## src/rtl/object_mapper.sv

```systemverilog
// object_mapper: sprite-style colour mapper for a raster scan.
//   Per-object shadow registers are latched on frame_start so object moves
//   never tear mid-frame. The pixel path is a fixed 3-stage pipeline:
//     S1 dx/dy per object, S2 per-object hit test, S3 priority colour select.
//   Overlaps seen during a frame are reported on `collision` at the next
//   frame_start.
// Ports:
//   Clk, Reset (async, active low)
//   frame_start, pix_valid, DrawX, DrawY          : scan inputs
//   obj_x/obj_y/obj_size [NUM_OBJ*COORD_W]        : centre and half-size
//   obj_shape (0 square, 1 circle), obj_en        : per object
//   obj_color [NUM_OBJ*24]                        : {R,G,B} per object
//   Red/Green/Blue, rgb_valid                     : registered pixel out
//   collision [NUM_OBJ]                           : previous-frame overlaps

// Per-object lane: S1 offset registers and S2 hit register.
module object_mapper_lane #(
    parameter int COORD_W = 10
) (
    input  logic               Clk,
    input  logic               Reset,
    input  logic [COORD_W-1:0] draw_x,
    input  logic [COORD_W-1:0] draw_y,
    input  logic [COORD_W-1:0] obj_x,
    input  logic [COORD_W-1:0] obj_y,
    input  logic [COORD_W-1:0] obj_size,
    input  logic               obj_shape,
    input  logic               obj_en,
    input  logic [23:0]        obj_color,
    output logic               hit,
    output logic [23:0]        color
);
    localparam int SQ_W = 2*COORD_W + 4;

    // S1: offsets plus the object attributes that travel with the pixel,
    // so a shadow update behind this pixel cannot affect it.
    logic signed [COORD_W+1:0] dx, dy;
    logic [COORD_W-1:0]        size1;
    logic                      shape1, en1;
    logic [23:0]               color1;

    always_ff @(posedge Clk or negedge Reset) begin
        if (!Reset) begin
            dx     <= '0;
            dy     <= '0;
            size1  <= '0;
            shape1 <= 1'b0;
            en1    <= 1'b0;
            color1 <= '0;
        end else begin
            dx     <= $signed({2'b00, draw_x} - {2'b00, obj_x});
            dy     <= $signed({2'b00, draw_y} - {2'b00, obj_y});
            size1  <= obj_size;
            shape1 <= obj_shape;
            en1    <= obj_en;
            color1 <= obj_color;
        end
    end

    // Magnitudes fit in COORD_W+1 bits; squares are formed unsigned at a
    // width that cannot overflow even for the sum of two squares.
    logic [COORD_W+1:0] ndx, ndy;
    logic [COORD_W:0]   adx, ady;
    logic [SQ_W-1:0]    dist2, size2;
    logic               hit_sq, hit_c, hit_d;

    always_comb begin
        ndx    = -dx;
        ndy    = -dy;
        adx    = dx[COORD_W+1] ? ndx[COORD_W:0] : dx[COORD_W:0];
        ady    = dy[COORD_W+1] ? ndy[COORD_W:0] : dy[COORD_W:0];
        dist2  = SQ_W'(adx) * SQ_W'(adx) + SQ_W'(ady) * SQ_W'(ady);
        size2  = SQ_W'(size1) * SQ_W'(size1);
        hit_sq = (adx <= {1'b0, size1}) && (ady <= {1'b0, size1});
        hit_c  = dist2 <= size2;
        hit_d  = en1 && (shape1 ? hit_c : hit_sq);
    end

    always_ff @(posedge Clk or negedge Reset) begin
        if (!Reset) begin
            hit   <= 1'b0;
            color <= '0;
        end else begin
            hit   <= hit_d;
            color <= color1;
        end
    end
endmodule

module object_mapper #(
    parameter int         NUM_OBJ = 4,
    parameter int         COORD_W = 10,
    parameter logic [7:0] BG_BLUE = 8'h44
) (
    input  logic                       Clk,
    input  logic                       Reset,
    input  logic                       frame_start,
    input  logic                       pix_valid,
    input  logic [COORD_W-1:0]         DrawX,
    input  logic [COORD_W-1:0]         DrawY,
    input  logic [NUM_OBJ*COORD_W-1:0] obj_x,
    input  logic [NUM_OBJ*COORD_W-1:0] obj_y,
    input  logic [NUM_OBJ*COORD_W-1:0] obj_size,
    input  logic [NUM_OBJ-1:0]         obj_shape,
    input  logic [NUM_OBJ-1:0]         obj_en,
    input  logic [NUM_OBJ*24-1:0]      obj_color,
    output logic [7:0]                 Red,
    output logic [7:0]                 Green,
    output logic [7:0]                 Blue,
    output logic                       rgb_valid,
    output logic [NUM_OBJ-1:0]         collision
);
    localparam int STAGES = 3;

    // Shadow copies, only updated on frame_start.
    logic [NUM_OBJ-1:0][COORD_W-1:0] sh_x, sh_y, sh_size;
    logic [NUM_OBJ-1:0]              sh_shape, sh_en;
    logic [NUM_OBJ-1:0][23:0]        sh_color;

    always_ff @(posedge Clk or negedge Reset) begin
        if (!Reset) begin
            sh_x     <= '0;
            sh_y     <= '0;
            sh_size  <= '0;
            sh_shape <= '0;
            sh_en    <= '0;
            sh_color <= '0;
        end else if (frame_start) begin
            sh_x     <= obj_x;
            sh_y     <= obj_y;
            sh_size  <= obj_size;
            sh_shape <= obj_shape;
            sh_en    <= obj_en;
            sh_color <= obj_color;
        end
    end

    // Valid shift register; bit 0 is the live input.
    logic [STAGES:1] vld_q;
    wire  [STAGES:0] vld_pipe = {vld_q, pix_valid};

    logic [COORD_W-1:0] drawx1, drawx2;

    always_ff @(posedge Clk or negedge Reset) begin
        if (!Reset) begin
            vld_q  <= '0;
            drawx1 <= '0;
            drawx2 <= '0;
        end else begin
            vld_q  <= vld_pipe[STAGES-1:0];
            drawx1 <= DrawX;
            drawx2 <= drawx1;
        end
    end

    logic [NUM_OBJ-1:0]       hit2;
    logic [NUM_OBJ-1:0][23:0] color2;

    for (genvar i = 0; i < NUM_OBJ; i++) begin : g_lane
        object_mapper_lane #(.COORD_W(COORD_W)) u_lane (
            .Clk       (Clk),
            .Reset     (Reset),
            .draw_x    (DrawX),
            .draw_y    (DrawY),
            .obj_x     (sh_x[i]),
            .obj_y     (sh_y[i]),
            .obj_size  (sh_size[i]),
            .obj_shape (sh_shape[i]),
            .obj_en    (sh_en[i]),
            .obj_color (sh_color[i]),
            .hit       (hit2[i]),
            .color     (color2[i])
        );
    end

    // Lowest index wins: scan downwards so the last assignment is the winner.
    logic [23:0]        sel_color;
    logic               any_hit;
    logic [COORD_W-1:0] x_sh;
    logic [7:0]         bg_red;

    always_comb begin
        sel_color = '0;
        any_hit   = 1'b0;
        for (int i = NUM_OBJ-1; i >= 0; i--) begin
            if (hit2[i]) begin
                sel_color = color2[i];
                any_hit   = 1'b1;
            end
        end
        // Background red ramps down with DrawX[9:3].
        x_sh   = (drawx2 >> 3) & COORD_W'(7'h7F);
        bg_red = 8'h4F - 8'(x_sh);
    end

    always_ff @(posedge Clk or negedge Reset) begin
        if (!Reset) begin
            Red   <= '0;
            Green <= '0;
            Blue  <= '0;
        end else if (!vld_pipe[2]) begin
            Red   <= '0;
            Green <= '0;
            Blue  <= '0;
        end else if (any_hit) begin
            {Red, Green, Blue} <= sel_color;
        end else begin
            Red   <= bg_red;
            Green <= 8'h00;
            Blue  <= BG_BLUE;
        end
    end

    assign rgb_valid = vld_q[STAGES];

    // Collision: any valid S2 pixel with two or more hits contributes.
    logic               multi_hit;
    logic [NUM_OBJ-1:0] coll_acc, coll_next;

    always_comb begin
        multi_hit = (hit2 & (hit2 - NUM_OBJ'(1))) != '0;
        coll_next = coll_acc | ((vld_pipe[2] && multi_hit) ? hit2 : '0);
    end

    always_ff @(posedge Clk or negedge Reset) begin
        if (!Reset) begin
            coll_acc  <= '0;
            collision <= '0;
        end else if (frame_start) begin
            collision <= coll_next;
            coll_acc  <= '0;
        end else begin
            coll_acc  <= coll_next;
        end
    end
endmodule
```

## config.mk

```make
export PLATFORM = sky130hd
export DESIGN_NAME = object_mapper
export DESIGN_NICKNAME = d
export VERILOG_FILES = /design/src/rtl/object_mapper.sv
export SDC_FILE = /design/constraint.sdc
export NUM_CORES = 2
export LEC_CHECK = 0
export ABC_AREA = 1
export BUFFER_PORTS_ARGS = -buffer_cell sky130_fd_sc_hd__buf_4
export CAP_MARGIN = 20
export CORE_ASPECT_RATIO = 1.2
export CORE_UTILIZATION = 30
export CTS_CLUSTER_SIZE = 12
export DETAILED_ROUTE_END_ITERATION = 7
export HOLD_SLACK_MARGIN = 0.08
export MAX_ROUTING_LAYER = met4
export PLACE_DENSITY_LB_ADDON = 0.1
export SLEW_MARGIN = 20
export SYNTH_ARGS = -nofsm -noshare
export SYNTH_HDL_FRONTEND = slang
export SYNTH_HIERARCHICAL = 1
export SYNTH_SLANG_ARGS = --single-unit
```

## constraint.sdc

```tcl
create_clock -name Clk -period 11.6 [get_ports Clk]
set_clock_uncertainty 0.05 [all_clocks]
set_input_delay 2.32 -clock Clk [delete_from_list [all_inputs] [get_ports Clk]]
set_output_delay 2.32 -clock Clk [all_outputs]
set_load 0.03 [all_outputs]
```

---- Word level (Yosys, flattened, before mapping) ----
Cells that the tools add are included.
cells by class
  bitwise gates (word level) .............. 2
  add/subtract/negate cells ............... 22
  multiply operators ...................... 12
  multiplexer cells ....................... 28
  order comparisons ....................... 12
  reductions and logical operators ........ 10
operators by type and width
  kind                 number
  $mul 11x11->22       8
  $le 24x20->1         4
  $mux 24              4
  $add 22x22->23       4
  $le 11x10->1         8
  $mux 11              8
  $neg 11->11          8
  $sub 10x10->11       8
  $mul 10x10->20       4
  $mux 8               6
  $logic_and 1x1->1    9
  $mux 1               8
  $mux 4               2
  $sub 7x7->8 const A  1
  $and 4x4->4          1
  $or 4x4->4           1
  $reduce_bool 4->1    1
  $sub 4x1->4 const B  1
word-level totals
  bits in registers ....................... 611
  output and inout bits ................... 29
  bits of input ports ..................... 248
  word-level logic and storage cells ...... 144

---- Logic depth before layout (Yosys ltp) ----
  word-level depth ........................ 7
  gate-level depth with buffers ........... 48
  depth with buffers taken out ............ 47

---- Cells and area by module ----
The synthesis kept the hierarchy.
modules (own cells, without submodules)
  module                                  instances  area an instance (µm²)  cells an instance  seq. area each (µm²)
  object_mapper_lane at g_lane[3].u_lane  1          14330.0                 1697               2077.0
  object_mapper_lane at g_lane[0].u_lane  1          14232.4                 1689               2077.0
  object_mapper_lane at g_lane[1].u_lane  1          14168.6                 1707               2077.0
  object_mapper_lane at g_lane[2].u_lane  1          14114.8                 1662               2077.0
  object_mapper                           1          10890.4                 1245               6831.6

---- Worst setup path after synthesis ----
Ideal clock, no wire load.
  path type ............................... register -> register
  from .................................... register g_lane[1].u_lane.dy[0]
  to ...................................... register g_lane[1].u_lane.hit
  buffers on the path ..................... 1
  path slack .............................. 3710 ps
  cell stages (with the launch flop) ...... 45
  data required time ...................... 11435 ps
  arrival time ............................ 7724 ps
  clock period less this slack ............ 7890 ps
  setup time .............................. 115 ps
  cell sequence ........................... dfrtp_1 > inv_1 > clkbuf_1 > ha_1 > inv_1 > nor3_2 > nand2_1 > inv_1 > nand3_1 > nand2_1 > nand2_1 > nand2_4 > inv_2 > nor2_1 > inv_1 > fa_1 > fa_1 > inv_1 > (+9 left out) > nor2_1 > inv_1 > nor2_1 > a21oi_1 > o21bai_1 > a21oi_1 > xnor2_1 > ha_1 > nand3_1 > nand3b_1 > inv_1 > nand2_1 > nand2_1 > nand2_1 > nand2_1 > nor2_1 > nor2_1 > nor2_1
on the way
  word-level cells in the longest chain between the ends .. 7
ends and longest elaborated chain
  element                     line  text
  start, declared             37    logic signed [COORD_W+1:0] dx, dy;
  start signal, assigned      52    dy <= $signed({2'b00, draw_y} - {2'b00, obj_y});
  $neg 11->11                 69    ndy = -dy;
  $mux 11 (*)                 71    ady = dy[COORD_W+1] ? ndy[COORD_W:0] : dy[COORD_W:0];
  $mul 11x11->22              72    dist2 = SQ_W'(adx) * SQ_W'(adx) + SQ_W'(ady) * SQ_W'(ady);
  $add 22x22->23              72
  $le 24x20->1                75    hit_c = dist2 <= size2;
  $mux 1 (*)                  76    hit_d = en1 && (shape1 ? hit_c : hit_sq);
  $logic_and 1x1->1 (*)       76
  net g_lane[1].u_lane.hit_d  65    logic hit_sq, hit_c, hit_d;
  end signal, assigned        84    hit <= hit_d;
  end, declared               30    output logic hit,
Mark *: on every way through the listed nets, which the timed path passes. The rest lies on a longest branch.
A chain may end at the register's enable or synchronous reset.

---- Worst setup path in the final report ----
Same ends and word-level chain as after synthesis.

==> summary.txt <==
Run status
  – Status: completed

Drt
  – Antenna Nets Post-Route: 0
  – Drt wl/cell: roughly 17 um
  – Via count: 49700
  – Starting DRT DRC Count: about 1900
  – DR vias/cell: between 4 and 5
  – TritonRoute pass-1 iters: 5
  – DRC: 0
  – Final WL: 197 mm

Setup path
  – Crit Path Category: flop to flop
  – CP max-delay cell: nor4_2
  – CP endpoint kind: flop
  – CP Launch Type: flop
  – Required time worst endpoint: 12.19 ns
  – CP arrival: just under 10 ns
  – Crit path max fanout: 14
  – Worst setup path start: g_lane[1].u_lane/dy[0]
  – CP max stage delay: between 0.7 and 0.8 ns
  – Most common cell on crit path: inv_1
  – Worst r2r src: g_lane[1].u_lane/dy[0]

CTS
  – Hold-fix buffers, CTS: 0
  – Post CTS Setup Buffer Count: 0
  – Clock tree buffer depth: 3
  – CTS root buf: clkbuf_16
  – H-tree depth: 3
  – CTS resizes: 0
  – Clk slew on worst S/H paths: approximately 0.06 ns
  – Total clock sinks: 605
  – Clk_lat worst skew: between 0.7 and 0.8 ns
  – Total CTS buffers: 74
  – CTS tree: yes

Global route
  – Largest net degree at the start of global routing: roughly 160
  – Vias in the first global route: ~54000
  – Grt ovf: 0
  – First-pass GRT wire length: about 310 mm
  – Antenna violations before repair: 17
  – Tot GR Track Use: between 10% and 20%

Placed design
  – Number of port buffers: approximately 280
  – DP Wirelength: about 170 mm
  – Post-place setup slack: approximately 2.3 ns
  – GPL Wtd Cong: 0.864

Synth
  – EDFF count, synth: 0
  – Number of synthesized register bits: a little over 600
  – Post-Synthesis Cells: 8000
  – Avg Cell Area, Syn: 8.47 sq um
  – Synth Warn #: 6
  – Sequential share of the synthesized area: around 22%
  – Synth cell types: 71
  – Post-synthesis cell area: between 60000 and 70000 sq um
  – Dominant synthesized flop cell: dfrtp_1
  – Fraction of registers with async set/reset: 100%

Floorplan
  – I/O pin cnt: between 200 and 300
  – Die area: 228000 sq um
  – Die height: around 520 um
  – Chip width: ~440 um
  – Core area: about 220000 sq um
  – Initial core utilization: a little under a third
  – Row count: 190

STA
  – Final period utilization: between 70% and 80%
  – Rel. slew slack: a little under a third
  – Worst-Margin Slew: between 1 and 1.5 ns
  – Final setup viols: 0
  – Fmax: roughly 110 MHz
  – Setup tns final: 0 ns
  – Max-slew violation count: 0
  – Final hold vios: 0
  – Minimum clock period: around 9 ns
  – Worst Setup Slack, final: between 2 and 2.5 ns
  – RSZ-0062 raised after global routing: false

Min path
  – Hold_sp: g_lane[2].u_lane/color1[15]
  – HP Class: flop to flop

Final layout
  – Area growth syn-to-layout: 11.8%
  – Layout cells sized above 1: a little over 8%
  – Final #Nets: just over 10000

Job
  – Maxcap violations: 0
kinds of logic after synthesis:
logic type / share of synthesized area, %
adder cells (fa/ha/maj): 39.9
other: 0.0443
buffers and inverters: 11.9
AO/OA/AOI/OAI: 5.05
flip-flops: 22.4
multiplexers: 0.0924
AND/OR/NAND/NOR: 17.3
XOR/XNOR: 3.37
metal layers:
| layer | vias to the layer above | GRT usage [%] | share of wire, % |
|---|---|---|---|
| li1 | 24500 | - | - |
| met1 | 24500 | 22.0 | 44 |
| met2 | 565 | 32.4 | 51 |
| met3 | 175 | 2.20 | 2.8 |
| met4 | 0 | 4.07 | 2.2 |
| met5 | - | - | 0 |
state kept, by name, indices dropped and copies added (netlist names):
| name | flops |
|---|---|
| g_lane.u_lane/dy | 44 |
| Blue | 8 |
| drawx1 | 7 |
| drawx2 | 7 |
| sh_color | 96 |
| g_lane.u_lane/dx | 44 |
| sh_size | 40 |
| sh_shape | 4 |
| sh_en | 4 |
| Green | 8 |
| coll_acc | 4 |
| sh_y | 40 |
| g_lane.u_lane/en1 | 4 |
| g_lane.u_lane/size1 | 40 |
| g_lane.u_lane/hit | 4 |
| g_lane.u_lane/color | 96 |
| vld_q | 3 |
| collision | 4 |
| g_lane.u_lane/shape1 | 4 |
| sh_x | 40 |
| g_lane.u_lane/color1 | 96 |
| Red | 8 |
critical path, delay by kind of cell, from the launching register on:
| kind | cells | cell delay [ns] |
|---|---|---|
| AO/OA/AOI/OAI | 3 | 0.51 |
| XOR/XNOR | 1 | 0.15 |
| adder cells (fa/ha/maj) | 10 | 4.65 |
| buffers and inverters | 9 | 1.05 |
| flip-flops | 1 | 0.50 |
| AND/OR/NAND/NOR | 15 | 2.21 |
synthesized netlist by cell type (8+ instances only):
cell type,n,area [sq um]
a211oi_1,11,82.6
a211oi_2,13,163
a21o_1,20,150
a21oi_1,292,1460
a31oi_1,14,87.6
and3_1,9,56.3
buf_2,51,255
buf_4,10,75.1
clkbuf_1,69,259
clkinv_1,9,33.8
conb_1,8,30.0
dfrtp_1,605,15100
fa_1,854,17100
ha_1,793,9920
inv_1,1878,7050
inv_2,66,248
nand2_1,1927,7230
nand2_2,46,288
nand2_4,13,146
nand3_1,132,661
nand3_2,16,160
nand3b_1,14,105
nand4_1,41,257
nor2_1,459,1720
nor2_2,26,163
nor2_4,17,191
nor3_1,49,245
nor3_2,16,160
o211ai_1,24,180
o21ai_0,121,606
o21ai_1,24,120
o21ai_2,8,70.1
o21bai_1,14,105
o31ai_1,8,60.1
or2_2,10,62.6
xnor2_1,90,788
xor2_1,136,1190
xor2_2,12,195
placed cells by master (no fill, tap or decap), drive strengths merged, types with 7 or more instances in the layout:
cell and instances:
o31ai 9, buf 297, a21o 20, and3 9
nor4 10, o2111ai 7, a211oi 24, a21oi 295
ha 793, o211ai 25, xor2 152, o21bai 17
nand3 149, clkbuf 102, a31oi 14, inv 1958
nor2 503, xnor2 90, or2 18, o21ai 153
nand2 1986, nand4 41, clkinv 26, fa 854
diode 16, nand3b 14, dfrtp 605, conb 58
nor3 66
layout make-up:
class                           count  area [sq um]
Antenna cell                       16          40.0
Tap cell                         2976          3720
Fill cell                       23900        148000
Multi-Input combinational cell   5347         44700
Timing Repair Buffer              297          2260
Inverter                         1961          7390
Clock inverter                     29           399
Sequential cell                   605         15100
Clock buffer                      102          2070
path summary, 6_finish.rpt:
check                                                   to  slack, ns  depth (start not counted)
worst max-delay path                  g_lane[1].u_lane/hit       2.43                         38
worst min-delay path            g_lane[2].u_lane/color[15]       0.25                          0
worst max register to register        g_lane[1].u_lane/hit       2.43                         38
worst min register to register  g_lane[2].u_lane/color[15]       0.25                          0
max in group asynchronous           g_lane[0].u_lane/dx[6]       7.41                          3
min in group asynchronous        g_lane[3].u_lane/size1[8]       1.61                          1
stage by stage:
step | util [%] | hold WS, ns | cell area [sq um] | cells
after global placement | 32.7 | 0.281 | 73300 | 11200
after floorplan | - | 0.281 | 67900 | 8050
after detailed placement | 32.7 | 0.285 | 73300 | 11200
after CTS | 33.8 | 0.240 | 75700 | 11300
after global routing | 33.8 | 0.257 | 75800 | 11300
final | 33.8 | 0.252 | 75800 | 11300
Power is left out: the tool's default activity adds up to more than one toggle a clock period on the data nets, which glitch-free logic cannot reach.
